**src/rtl/cvxif_copro_if.sv**
```systemverilog
// CoreV-X-Interface bundle between the core's cvxif unit (master) and the coprocessor (slave).
// Signal names keep the coprocessor-side port names and direction suffixes.
interface cvxif_copro_if #(
    parameter int unsigned XLEN = 64,
    parameter int unsigned ID_W = 3
);
    logic              issue_valid_i;
    logic              issue_ready_o;
    logic [31:0]       issue_instr_i;
    logic [ID_W-1:0]   issue_id_i;
    logic [XLEN-1:0]   issue_rs1_i;
    logic [XLEN-1:0]   issue_rs2_i;
    logic              issue_accept_o;
    logic              issue_writeback_o;
    logic              commit_valid_i;
    logic [ID_W-1:0]   commit_id_i;
    logic              commit_kill_i;
    logic              result_valid_o;
    logic              result_ready_i;
    logic [ID_W-1:0]   result_id_o;
    logic [XLEN-1:0]   result_data_o;
    logic [4:0]        result_rd_o;
    logic              result_we_o;
    logic              result_exc_o;
    logic [5:0]        result_exccode_o;

    modport master (
        output issue_valid_i, issue_instr_i, issue_id_i, issue_rs1_i, issue_rs2_i,
        output commit_valid_i, commit_id_i, commit_kill_i, result_ready_i,
        input  issue_ready_o, issue_accept_o, issue_writeback_o,
        input  result_valid_o, result_id_o, result_data_o, result_rd_o,
        input  result_we_o, result_exc_o, result_exccode_o
    );

    modport slave (
        input  issue_valid_i, issue_instr_i, issue_id_i, issue_rs1_i, issue_rs2_i,
        input  commit_valid_i, commit_id_i, commit_kill_i, result_ready_i,
        output issue_ready_o, issue_accept_o, issue_writeback_o,
        output result_valid_o, result_id_o, result_data_o, result_rd_o,
        output result_we_o, result_exc_o, result_exccode_o
    );
endinterface

```
**src/rtl/cvxif_copro_responder.sv**
```systemverilog
// CV-X-IF coprocessor: decodes custom-0 ops, buffers them in order, executes and returns results.
// Optional CROTL instruction enabled by defining CVXIF_COPRO_ROTL_EN.
module cvxif_copro_responder #(
    parameter int unsigned XLEN  = 64,
    parameter int unsigned ID_W  = 3,
    parameter int unsigned DEPTH = 4
) (
    input  logic         clk_i,
    input  logic         rst_i,
    cvxif_copro_if.slave cvxif
);
    localparam int unsigned IDX_W = $clog2(DEPTH);
    localparam int unsigned PTR_W = IDX_W + 1;
`ifdef CVXIF_COPRO_ROTL_EN
    localparam int unsigned SH_W  = $clog2(XLEN);
`endif
    localparam logic [6:0] OPC_CUSTOM0 = 7'b0001011;
    localparam logic [2:0] F3_CADD     = 3'b000;
    localparam logic [2:0] F3_CROTL    = 3'b001;
    localparam logic [2:0] F3_CDELAY   = 3'b011;
    localparam logic [2:0] F3_CEXC     = 3'b100;
    localparam logic [5:0] EXCCODE_CEXC = 6'd2;

    typedef struct packed {
        logic [ID_W-1:0] id;
        logic [2:0]      funct3;
        logic [4:0]      rd;
        logic [XLEN-1:0] rs1;
        logic [XLEN-1:0] rs2;
        logic            committed;
        logic            killed;
    } entry_t;

    typedef enum logic [1:0] {ST_IDLE, ST_EXEC, ST_WAIT, ST_RESP} state_e;

    logic [2:0]      dec_f3_c;
    logic            accept_c;
    logic            writeback_c;
    logic            full_c;
    logic            empty_c;
    logic            push_c;
    logic            pop_c;
    logic            load_ex_c;
    logic            latch_res_c;
    entry_t          new_entry_c;
    entry_t          head_c;
    logic [IDX_W-1:0] wr_idx_c;
    logic [IDX_W-1:0] rd_idx_c;

    entry_t           buf_q [DEPTH];
    logic [DEPTH-1:0] vld_q;
    logic [PTR_W-1:0] wr_ptr_q;
    logic [PTR_W-1:0] rd_ptr_q;

    state_e           state_q, state_d;
    logic [3:0]       cnt_q, cnt_d;
    logic [ID_W-1:0]  ex_id_q;
    logic [2:0]       ex_f3_q;
    logic [4:0]       ex_rd_q;
    logic [XLEN-1:0]  ex_rs1_q;
    logic [XLEN-1:0]  ex_rs2_q;

    logic [XLEN-1:0]  res_data_c;
    logic             res_we_c;
    logic             res_exc_c;
    logic             res_valid_q;
    logic [ID_W-1:0]  res_id_q;
    logic [XLEN-1:0]  res_data_q;
    logic [4:0]       res_rd_q;
    logic             res_we_q;
    logic             res_exc_q;
    logic [5:0]       res_exccode_q;

    // Issue decode; accept is forced low when no request is offered
    assign dec_f3_c = cvxif.issue_instr_i[14:12];

    always_comb begin
        accept_c = 1'b0;
        if (cvxif.issue_valid_i && (cvxif.issue_instr_i[6:0] == OPC_CUSTOM0)) begin
            case (dec_f3_c)
                F3_CADD, F3_CDELAY, F3_CEXC: accept_c = 1'b1;
`ifdef CVXIF_COPRO_ROTL_EN
                F3_CROTL:                    accept_c = 1'b1;
`endif
                default:                     accept_c = 1'b0;
            endcase
        end
    end

    assign writeback_c = accept_c && (dec_f3_c != F3_CEXC);

    assign wr_idx_c = wr_ptr_q[IDX_W-1:0];
    assign rd_idx_c = rd_ptr_q[IDX_W-1:0];
    assign empty_c  = (wr_ptr_q == rd_ptr_q);
    assign full_c   = (wr_ptr_q[IDX_W] != rd_ptr_q[IDX_W]) && (wr_idx_c == rd_idx_c);
    assign push_c   = cvxif.issue_valid_i && !full_c && accept_c;
    assign head_c   = buf_q[rd_idx_c];

    // A commit/kill for the id being pushed this cycle lands on the new entry
    always_comb begin
        new_entry_c.id        = cvxif.issue_id_i;
        new_entry_c.funct3    = dec_f3_c;
        new_entry_c.rd        = cvxif.issue_instr_i[11:7];
        new_entry_c.rs1       = cvxif.issue_rs1_i;
        new_entry_c.rs2       = cvxif.issue_rs2_i;
        new_entry_c.committed = cvxif.commit_valid_i && !cvxif.commit_kill_i &&
                                (cvxif.commit_id_i == cvxif.issue_id_i);
        new_entry_c.killed    = cvxif.commit_valid_i && cvxif.commit_kill_i &&
                                (cvxif.commit_id_i == cvxif.issue_id_i);
    end

    always_ff @(posedge clk_i) begin
        if (rst_i) begin
            wr_ptr_q <= '0;
            rd_ptr_q <= '0;
            vld_q    <= '0;
        end else begin
            if (pop_c) begin
                vld_q[rd_idx_c] <= 1'b0;
                rd_ptr_q        <= rd_ptr_q + PTR_W'(1);
            end
            if (push_c) begin
                vld_q[wr_idx_c] <= 1'b1;
                wr_ptr_q        <= wr_ptr_q + PTR_W'(1);
            end
        end
    end

    // Entry payload needs no reset; validity is tracked by vld_q
    always_ff @(posedge clk_i) begin
        for (int unsigned i = 0; i < DEPTH; i++) begin
            if (cvxif.commit_valid_i && vld_q[i] && (buf_q[i].id == cvxif.commit_id_i)) begin
                if (cvxif.commit_kill_i) buf_q[i].killed    <= 1'b1;
                else                     buf_q[i].committed <= 1'b1;
            end
        end
        if (push_c) buf_q[wr_idx_c] <= new_entry_c;
    end

    // Head FSM
    always_comb begin
        state_d     = state_q;
        cnt_d       = cnt_q;
        load_ex_c   = 1'b0;
        latch_res_c = 1'b0;
        pop_c       = 1'b0;
        case (state_q)
            ST_IDLE: begin
                if (!empty_c) begin
                    load_ex_c = 1'b1;
                    cnt_d     = (head_c.funct3 == F3_CDELAY) ? head_c.rs2[3:0] : 4'd0;
                    state_d   = ST_EXEC;
                end
            end
            ST_EXEC: begin
                if (cnt_q == 4'd0) begin
                    latch_res_c = 1'b1;
                    state_d     = ST_WAIT;
                end else begin
                    cnt_d = cnt_q - 4'd1;
                end
            end
            ST_WAIT: begin
                if (head_c.killed) begin
                    pop_c   = 1'b1;
                    state_d = ST_IDLE;
                end else if (head_c.committed) begin
                    state_d = ST_RESP;
                end
            end
            ST_RESP: begin
                if (cvxif.result_ready_i) begin
                    pop_c   = 1'b1;
                    state_d = ST_IDLE;
                end
            end
            default: state_d = ST_IDLE;
        endcase
    end

    // Execution datapath
`ifdef CVXIF_COPRO_ROTL_EN
    logic [2*XLEN-1:0] rot_c;
    assign rot_c = {ex_rs1_q, ex_rs1_q} << ex_rs2_q[SH_W-1:0];
`endif

    always_comb begin
        res_data_c = '0;
        res_we_c   = 1'b1;
        res_exc_c  = 1'b0;
        case (ex_f3_q)
            F3_CADD:   res_data_c = ex_rs1_q + ex_rs2_q;
            F3_CDELAY: res_data_c = ex_rs1_q;
            F3_CEXC: begin
                res_we_c  = 1'b0;
                res_exc_c = 1'b1;
            end
`ifdef CVXIF_COPRO_ROTL_EN
            F3_CROTL:  res_data_c = rot_c[2*XLEN-1:XLEN];
`endif
            default:   res_data_c = '0;
        endcase
    end

    always_ff @(posedge clk_i) begin
        if (rst_i) begin
            state_q       <= ST_IDLE;
            cnt_q         <= '0;
            ex_id_q       <= '0;
            ex_f3_q       <= '0;
            ex_rd_q       <= '0;
            ex_rs1_q      <= '0;
            ex_rs2_q      <= '0;
            res_valid_q   <= 1'b0;
            res_id_q      <= '0;
            res_data_q    <= '0;
            res_rd_q      <= '0;
            res_we_q      <= 1'b0;
            res_exc_q     <= 1'b0;
            res_exccode_q <= '0;
        end else begin
            state_q     <= state_d;
            cnt_q       <= cnt_d;
            res_valid_q <= (state_d == ST_RESP);
            if (load_ex_c) begin
                ex_id_q  <= head_c.id;
                ex_f3_q  <= head_c.funct3;
                ex_rd_q  <= head_c.rd;
                ex_rs1_q <= head_c.rs1;
                ex_rs2_q <= head_c.rs2;
            end
            if (latch_res_c) begin
                res_id_q      <= ex_id_q;
                res_data_q    <= res_data_c;
                res_rd_q      <= ex_rd_q;
                res_we_q      <= res_we_c;
                res_exc_q     <= res_exc_c;
                res_exccode_q <= res_exc_c ? EXCCODE_CEXC : 6'd0;
            end
        end
    end

    assign cvxif.issue_ready_o     = !full_c;
    assign cvxif.issue_accept_o    = accept_c;
    assign cvxif.issue_writeback_o = writeback_c;
    assign cvxif.result_valid_o    = res_valid_q;
    assign cvxif.result_id_o       = res_id_q;
    assign cvxif.result_data_o     = res_data_q;
    assign cvxif.result_rd_o       = res_rd_q;
    assign cvxif.result_we_o       = res_we_q;
    assign cvxif.result_exc_o      = res_exc_q;
    assign cvxif.result_exccode_o  = res_exccode_q;
endmodule
```
**src/flat_wrapper.sv**
```systemverilog
// flat-port wrapper written by rule: the top's interface ports become plain ports
module cvxif_copro_responder_flat 
#(
    parameter int unsigned XLEN  = 64,
    parameter int unsigned ID_W  = 3,
    parameter int unsigned DEPTH = 4
)
  (clk_i, rst_i, cvxif_issue_valid_i, cvxif_issue_instr_i, cvxif_issue_id_i, cvxif_issue_rs1_i, cvxif_issue_rs2_i, cvxif_commit_valid_i, cvxif_commit_id_i, cvxif_commit_kill_i, cvxif_result_ready_i, cvxif_issue_ready_o, cvxif_issue_accept_o, cvxif_issue_writeback_o, cvxif_result_valid_o, cvxif_result_id_o, cvxif_result_data_o, cvxif_result_rd_o, cvxif_result_we_o, cvxif_result_exc_o, cvxif_result_exccode_o);
  cvxif_copro_if #(.XLEN(XLEN), .ID_W(ID_W)) cvxif_i ();
  input  logic clk_i;
  input  logic rst_i;
  input wire logic [$bits(cvxif_i.issue_valid_i)-1:0] cvxif_issue_valid_i;
  input wire logic [$bits(cvxif_i.issue_instr_i)-1:0] cvxif_issue_instr_i;
  input wire logic [$bits(cvxif_i.issue_id_i)-1:0] cvxif_issue_id_i;
  input wire logic [$bits(cvxif_i.issue_rs1_i)-1:0] cvxif_issue_rs1_i;
  input wire logic [$bits(cvxif_i.issue_rs2_i)-1:0] cvxif_issue_rs2_i;
  input wire logic [$bits(cvxif_i.commit_valid_i)-1:0] cvxif_commit_valid_i;
  input wire logic [$bits(cvxif_i.commit_id_i)-1:0] cvxif_commit_id_i;
  input wire logic [$bits(cvxif_i.commit_kill_i)-1:0] cvxif_commit_kill_i;
  input wire logic [$bits(cvxif_i.result_ready_i)-1:0] cvxif_result_ready_i;
  output wire logic [$bits(cvxif_i.issue_ready_o)-1:0] cvxif_issue_ready_o;
  output wire logic [$bits(cvxif_i.issue_accept_o)-1:0] cvxif_issue_accept_o;
  output wire logic [$bits(cvxif_i.issue_writeback_o)-1:0] cvxif_issue_writeback_o;
  output wire logic [$bits(cvxif_i.result_valid_o)-1:0] cvxif_result_valid_o;
  output wire logic [$bits(cvxif_i.result_id_o)-1:0] cvxif_result_id_o;
  output wire logic [$bits(cvxif_i.result_data_o)-1:0] cvxif_result_data_o;
  output wire logic [$bits(cvxif_i.result_rd_o)-1:0] cvxif_result_rd_o;
  output wire logic [$bits(cvxif_i.result_we_o)-1:0] cvxif_result_we_o;
  output wire logic [$bits(cvxif_i.result_exc_o)-1:0] cvxif_result_exc_o;
  output wire logic [$bits(cvxif_i.result_exccode_o)-1:0] cvxif_result_exccode_o;
  assign cvxif_i.issue_valid_i = cvxif_issue_valid_i;
  assign cvxif_i.issue_instr_i = cvxif_issue_instr_i;
  assign cvxif_i.issue_id_i = cvxif_issue_id_i;
  assign cvxif_i.issue_rs1_i = cvxif_issue_rs1_i;
  assign cvxif_i.issue_rs2_i = cvxif_issue_rs2_i;
  assign cvxif_i.commit_valid_i = cvxif_commit_valid_i;
  assign cvxif_i.commit_id_i = cvxif_commit_id_i;
  assign cvxif_i.commit_kill_i = cvxif_commit_kill_i;
  assign cvxif_i.result_ready_i = cvxif_result_ready_i;
  assign cvxif_issue_ready_o = cvxif_i.issue_ready_o;
  assign cvxif_issue_accept_o = cvxif_i.issue_accept_o;
  assign cvxif_issue_writeback_o = cvxif_i.issue_writeback_o;
  assign cvxif_result_valid_o = cvxif_i.result_valid_o;
  assign cvxif_result_id_o = cvxif_i.result_id_o;
  assign cvxif_result_data_o = cvxif_i.result_data_o;
  assign cvxif_result_rd_o = cvxif_i.result_rd_o;
  assign cvxif_result_we_o = cvxif_i.result_we_o;
  assign cvxif_result_exc_o = cvxif_i.result_exc_o;
  assign cvxif_result_exccode_o = cvxif_i.result_exccode_o;
  cvxif_copro_responder #(.XLEN(XLEN), .ID_W(ID_W), .DEPTH(DEPTH)) u_core (.clk_i(clk_i), .rst_i(rst_i), .cvxif(cvxif_i));
endmodule
```
**config.mk**
```make
export PLATFORM = sky130hd
export DESIGN_NAME = cvxif_copro_responder_flat
export DESIGN_NICKNAME = d
export VERILOG_FILES = /design/src/rtl/cvxif_copro_if.sv /design/src/rtl/cvxif_copro_responder.sv /design/src/flat_wrapper.sv
export SDC_FILE = /design/constraint.sdc
export NUM_CORES = 1
export LEC_CHECK = 0
export CAP_MARGIN = 20
export CORE_MARGIN = 2
export CORE_UTILIZATION = 61
export CTS_BUF_LIST = sky130_fd_sc_hd__clkbuf_8
export CTS_CLUSTER_SIZE = 24
export DETAILED_ROUTE_END_ITERATION = 16
export PLACE_DENSITY = 0.92
export SETUP_SLACK_MARGIN = 0.05
export SYNTH_ARGS = -nofsm -noshare
export SYNTH_HDL_FRONTEND = slang
export SYNTH_SLANG_ARGS = --single-unit
```
**constraint.sdc**
```tcl
create_clock -name clk_i -period 8.1 [get_ports clk_i]
set_clock_uncertainty 0.15 [all_clocks]
set_input_delay 2.43 -clock clk_i [delete_from_list [all_inputs] [get_ports clk_i]]
set_output_delay 2.43 -clock clk_i [all_outputs]
set_load 0.03 [all_outputs]
```
-- Word-level counts from Yosys, hierarchy flattened
Memory sizes are Yosys's and may differ from the RTL's. A register that Yosys moved wholly into a read port is not among the register bits.
Index checks and enable logic that the tools add are counted.
W data, S select, Z words.
- flip-flop bits (word level): 236
- RAM bits: 564
- output and inout bits: 84
- memories: 1
- memory list (memory ; words ; width ; rd ports ; clocked after Yosys merged registers in ; write ports ; RTL line ; text):
    u_core.buf_q ; 4 ; 141 ; 5 ; 1 ; 5 ; cvxif_copro_responder.sv:50 ; entry_t buf_q [DEPTH];
- add/subtract/negate cells: 4
- magnitude comparators: 4
- equal/unequal tests: 21
- mux-type cells: 52
- bitwise operators: 3
- reductions and logical operators: 28
- operators by type and width (cell ; number):
    $pmux W64 S2 ; 1
    $add A64 B64 Y64 ; 1
    $mux W1 ; 32
    $mux W4 ; 6
    $logic_and A1 B1 Y1 ; 19
    $eq A3 B3 Y1 ; 6
    $mux W2 ; 8
    $eq A3 B2 Y1 const B ; 3
    $pmux W2 S4 ; 1
    $pmux W4 S2 ; 1
    $eq A7 B4 Y1 const B ; 1
    $add A3 B1 Y3 const B ; 2
    $eq A2 B2 Y1 const B ; 3
    $eq A3 B3 Y1 const B ; 2
    $logic_not A3 Y1 ; 2
    $lt A2 B3 Y1 const B ; 2
    $and A4 B4 Y4 ; 1
    $demux W1 S2 ; 2
    $ge A2 B1 Y1 const B ; 2
    $logic_not A4 Y1 ; 1
    $ne A2 B2 Y1 const B ; 2
    $not A4 Y4 ; 1
    $or A4 B4 Y4 ; 1
    $sub A4 B1 Y4 const B ; 1
    10 further kinds ; 11

-- Longest topological paths before layout
- depth after elaboration: 10
- gate-level depth with buffers: 12
- gate-level depth less buffers: 12

-- Worst setup path after synthesis
Ideal clock, no wire load.
- path kind: in2reg
- start: in cvxif_issue_instr_i[6]
- end: mem u_core.buf_q[3][100] (netlist name) (enable)
- arrival: 6.220 ns
- required time: 7.459 ns
- slack: 1.239 ns
- stages on the path: 6
- buffers on the path: 0
- path through: nand2b_1 nor4_1 o21ai_0 a21oi_1 nand2_1 inv_1
- RTL lines (item ; RTL line ; text):
    start, declared ; flat_wrapper.sv:13 ; input wire logic [$bits(cvxif_i.issue_instr_i)-1:0] cvxif_issue_instr_i;
    end, declared ; cvxif_copro_responder.sv:50 ;

-- Worst setup path after layout
- start: in cvxif_issue_instr_i[1]
- end: out cvxif_issue_writeback_o
- cells in the longest elaborated chain, start to end: 4
- RTL lines (item ; RTL line ; text):
    $eq A7 B4 Y1 ; cvxif_copro_responder.sv:79 ; if (cvxif.issue_valid_i && (cvxif.issue_instr_i[6:0] == OPC_CUSTOM0)) begin
    $logic_and A1 B1 Y1 ; cvxif_copro_responder.sv:79 ;
    $mux W1 ; cvxif_copro_responder.sv:79 ;
    $logic_and A1 B1 Y1 ; cvxif_copro_responder.sv:90 ; assign writeback_c = accept_c && (dec_f3_c != F3_CEXC);
    end, declared ; flat_wrapper.sv:23 ; output wire logic [$bits(cvxif_i.issue_writeback_o)-1:0] cvxif_issue_writeback_o;
Every way passes these cells.

==> results_dict.tcl <==
set metrics [dict create \
    cts_max_path_buffers 3 \
    place.gp.congestion 0.968 \
    grt_use_total_pct 28.6 \
    crit_arrival_ns 4.31 \
    min_period_ns 6.89 \
    antenna_found_initial 3 \
    synth_cell_type_count 74 \
    netlist_area_sq_um 33000 \
    path_max_fanout 3 \
    critPathLaunchType "input pin" \
    initial_utilization_pct 61.5 \
    synth_warnings 0 \
    final_nets 2903 \
    avgSynthCellArea_sq_um 13.6 \
    drive_gt1_share_pct 13.1 \
    fin_ws_ns 1.21 \
    ys.flop_type "edfxtp_1" \
    rsz0062_at_grt "no" \
    grt_pass1_vias 22315 \
    clk-insertion-delay-late_ns 0.73 \
    ys_async_sr_fraction_pct 0 \
    post_cts_buffers 0 \
    fp.dieW_microns 237 \
    hold_ws_ns 0.309 \
    drt-initial-drc-count 2234 \
    drv_slew 0 \
    hpwlAfterDp_microns 50200 \
    crit_path_end_kind "output pin" \
    syn_to_final_growth_pct 16.0 \
    avgViaCountPerCell 6.38 \
    grt.overflow.total 0 \
    wl_per_cell_microns 23.3 \
    synth-seq-cells 796 \
    synth-edff-count 556 \
    status "finished, final reports clean" \
    cts_tree "built" \
    drcViolationCount 0 \
    slew_headroom_pct 26.0 \
    grt_max_degree 109 \
    postLayoutCellArea_sq_um 38300 \
    crit_required_ns 5.52 \
    postCtsHoldBufs 0 \
    wl_microns 80800 \
    powerDensity_nw_per_um2 201 \
    worstMarginPinSlew_ns 1.11 \
    multi_input_area_sq_um 10900 \
    clockRootBuffer "clkbuf_8" \
    hp-class "register to register" \
    cts_resized 0 \
    via_count 22094 \
    htreeDepth 3 \
    numCtsBuffers 119 \
    dpl_cell_area_sq_um 35900 \
    clkSinkCount 796 \
    synth_seq_area_share_pct 65.1 \
    ioPinCount 256 \
    setup_viol 0 \
    irDropWorstVdd_uv 130 \
    hold_viol_final 0 \
    p_leak_nw 13.0 \
    port_buffers 233 \
    crit_type "input pin to output pin" \
    maxCapViolations 0 \
    finalSetupTns_ns 0 \
    fillers 3181 \
    max_freq_mhz 145 \
    ant_nets 0 \
    core-area_sq_um 53700 \
    period_share_pct 85.1 \
    synthCells 2437 \
    dr.pass1.iters 8 \
    ff_latch_area_sq_um 21500 \
    ff2ff_setup_slack_ns 3.77 \
    fin_cells 3463 \
    die_h_microns 237 \
    grt_first_pass_wirelength_microns 124000 \
    dp.cells 3232 \
    pre_cts_ws_ns 1.17 \
    rows 85 \
    clkTransAtPathRegs_ns 0.06 \
    dieArea_sq_um 56000 \
]
-- synthesized netlist by cell type (4+ instances only) --
cell type / number / share of area [%]
nand2b_1: 10 / 0.19
dfxtp_1: 240 / 15
ha_1: 72 / 2.7
o21ai_0: 56 / 0.85
nand3_1: 25 / 0.38
nor2_1: 117 / 1.3
nand2_1: 381 / 4.3
nor2b_1: 6 / 0.11
buf_1: 11 / 0.12
mux4_2: 141 / 9.6
a41o_1: 4 / 0.12
o21bai_1: 13 / 0.30
inv_1: 20 / 0.23
clkbuf_1: 120 / 1.4
and2_1: 5 / 0.095
clkbuf_2: 4 / 0.061
xor2_1: 44 / 1.2
o31ai_1: 4 / 0.091
and3_1: 9 / 0.17
o21a_1: 12 / 0.27
o211ai_1: 6 / 0.14
a31oi_1: 12 / 0.23
edfxtp_1: 556 / 51
buf_2: 14 / 0.21
a221oi_1: 57 / 1.5
nor3_1: 74 / 1.1
a21o_1: 35 / 0.80
xnor2_1: 36 / 0.95
a211oi_1: 9 / 0.20
a21oi_1: 241 / 3.7
nand4_1: 21 / 0.40
or3_1: 7 / 0.13
buf_4: 6 / 0.14
o211a_1: 4 / 0.12
mux2i_1: 10 / 0.30
-- flip-flops by register name (all words and copies together) (netlist names), named ones only --
signal / count
u_core.buf_q: 564
u_core.cnt_q: 4
u_core.cvxif.result_data_o: 64
u_core.cvxif.result_exccode_o: 1
u_core.cvxif.result_id_o: 3
u_core.cvxif.result_rd_o: 5
u_core.cvxif.result_valid_o: 1
u_core.cvxif.result_we_o: 1
u_core.ex_f3_q: 3
u_core.ex_id_q: 3
u_core.ex_rd_q: 5
u_core.ex_rs1_q: 64
u_core.ex_rs2_q: 64
u_core.rd_ptr_q: 3
u_core.state_q: 2
u_core.vld_q: 4
u_core.wr_ptr_q: 3
-- stage by stage --
step / total power, mW / utilization (%)
6_report: 7.71 / 71.3
5_1_grt: 7.91 / 71.3
4_1_cts: 7.74 / 71.3
3_5_place_dp: 4.58 / 66.8
3_3_place_gp: 4.57 / 66.8
2_1_floorplan: 4.47 / -
-- kinds of logic (layout without fill, tap and decap cells) --
family,after synthesis,after routing,share of synthesized area [%]
AND/OR/NAND/NOR,674,674,8.70
adder cells (fa/ha/maj),73,73,2.79
buffers and inverters,176,500,2.16
flip-flops,796,796,65.1
multiplexers,151,151,9.92
AO/OA/AOI/OAI,486,486,9.22
other,1,7,0.0114
XOR/XNOR,80,80,2.12
-- final cells by class --
cell class | count | area share, %
Antenna cell | 2 | 0.0131
Sequential cell | 796 | 56.1
Clock buffer | 142 | 5.10
Multi-Input combinational cell | 1469 | 28.4
Clock inverter | 86 | 1.20
Inverter | 20 | 0.248
Tap cell | 696 | 2.27
Timing Repair Buffer | 252 | 6.65
-- cells in the final DEF (no fill, tap or decap), types with 62 or more instances in the layout --
master	count
nor2_1	115
mux4_2	141
clkbuf_8	142
nand2_1	380
clkdlybuf4s50_1	232
dfxtp_1	238
nor3_1	73
inv_1	62
edfxtp_1	556
ha_1	72
a21oi_1	241
-- per-layer routing --
metal,track usage (%),routed length (microns)
met1,37.1,30600
met2,47.7,39800
met3,5.29,7180
met4,12.4,3100
met5,0,12
-- where the power goes --
group          total [mW]  internal (mW)  switching [mW]  leakage (nW)
Clock                3.22           1.67            1.55          1.40
Combinational       0.148         0.0728          0.0755          4.70
Sequential           4.35           4.35         0.00123          6.93
-- path summary, 6_finish.rpt --
path / from / to / depth (start not counted)
worst min-delay path: u_core.cvxif.result_id_o[2] / u_core.cvxif.result_id_o[2] / 2
worst max-delay path: cvxif_issue_instr_i[1] / cvxif_issue_writeback_o / 6
worst min register to register: u_core.cvxif.result_id_o[2] / u_core.cvxif.result_id_o[2] / 2
worst max register to register: u_core.ex_rs2_q[0] / u_core.cvxif.result_data_o[60] / 12
-- worst max-delay path: stages --
cell,delay (ns)
clkdlybuf4s50_1,0.48
nand4b_1,0.12
nor4_1,0.17
o21ai_0,0.21
a21oi_1,0.19
clkdlybuf4s50_1,0.71
(Power assumes the default switching activity.)
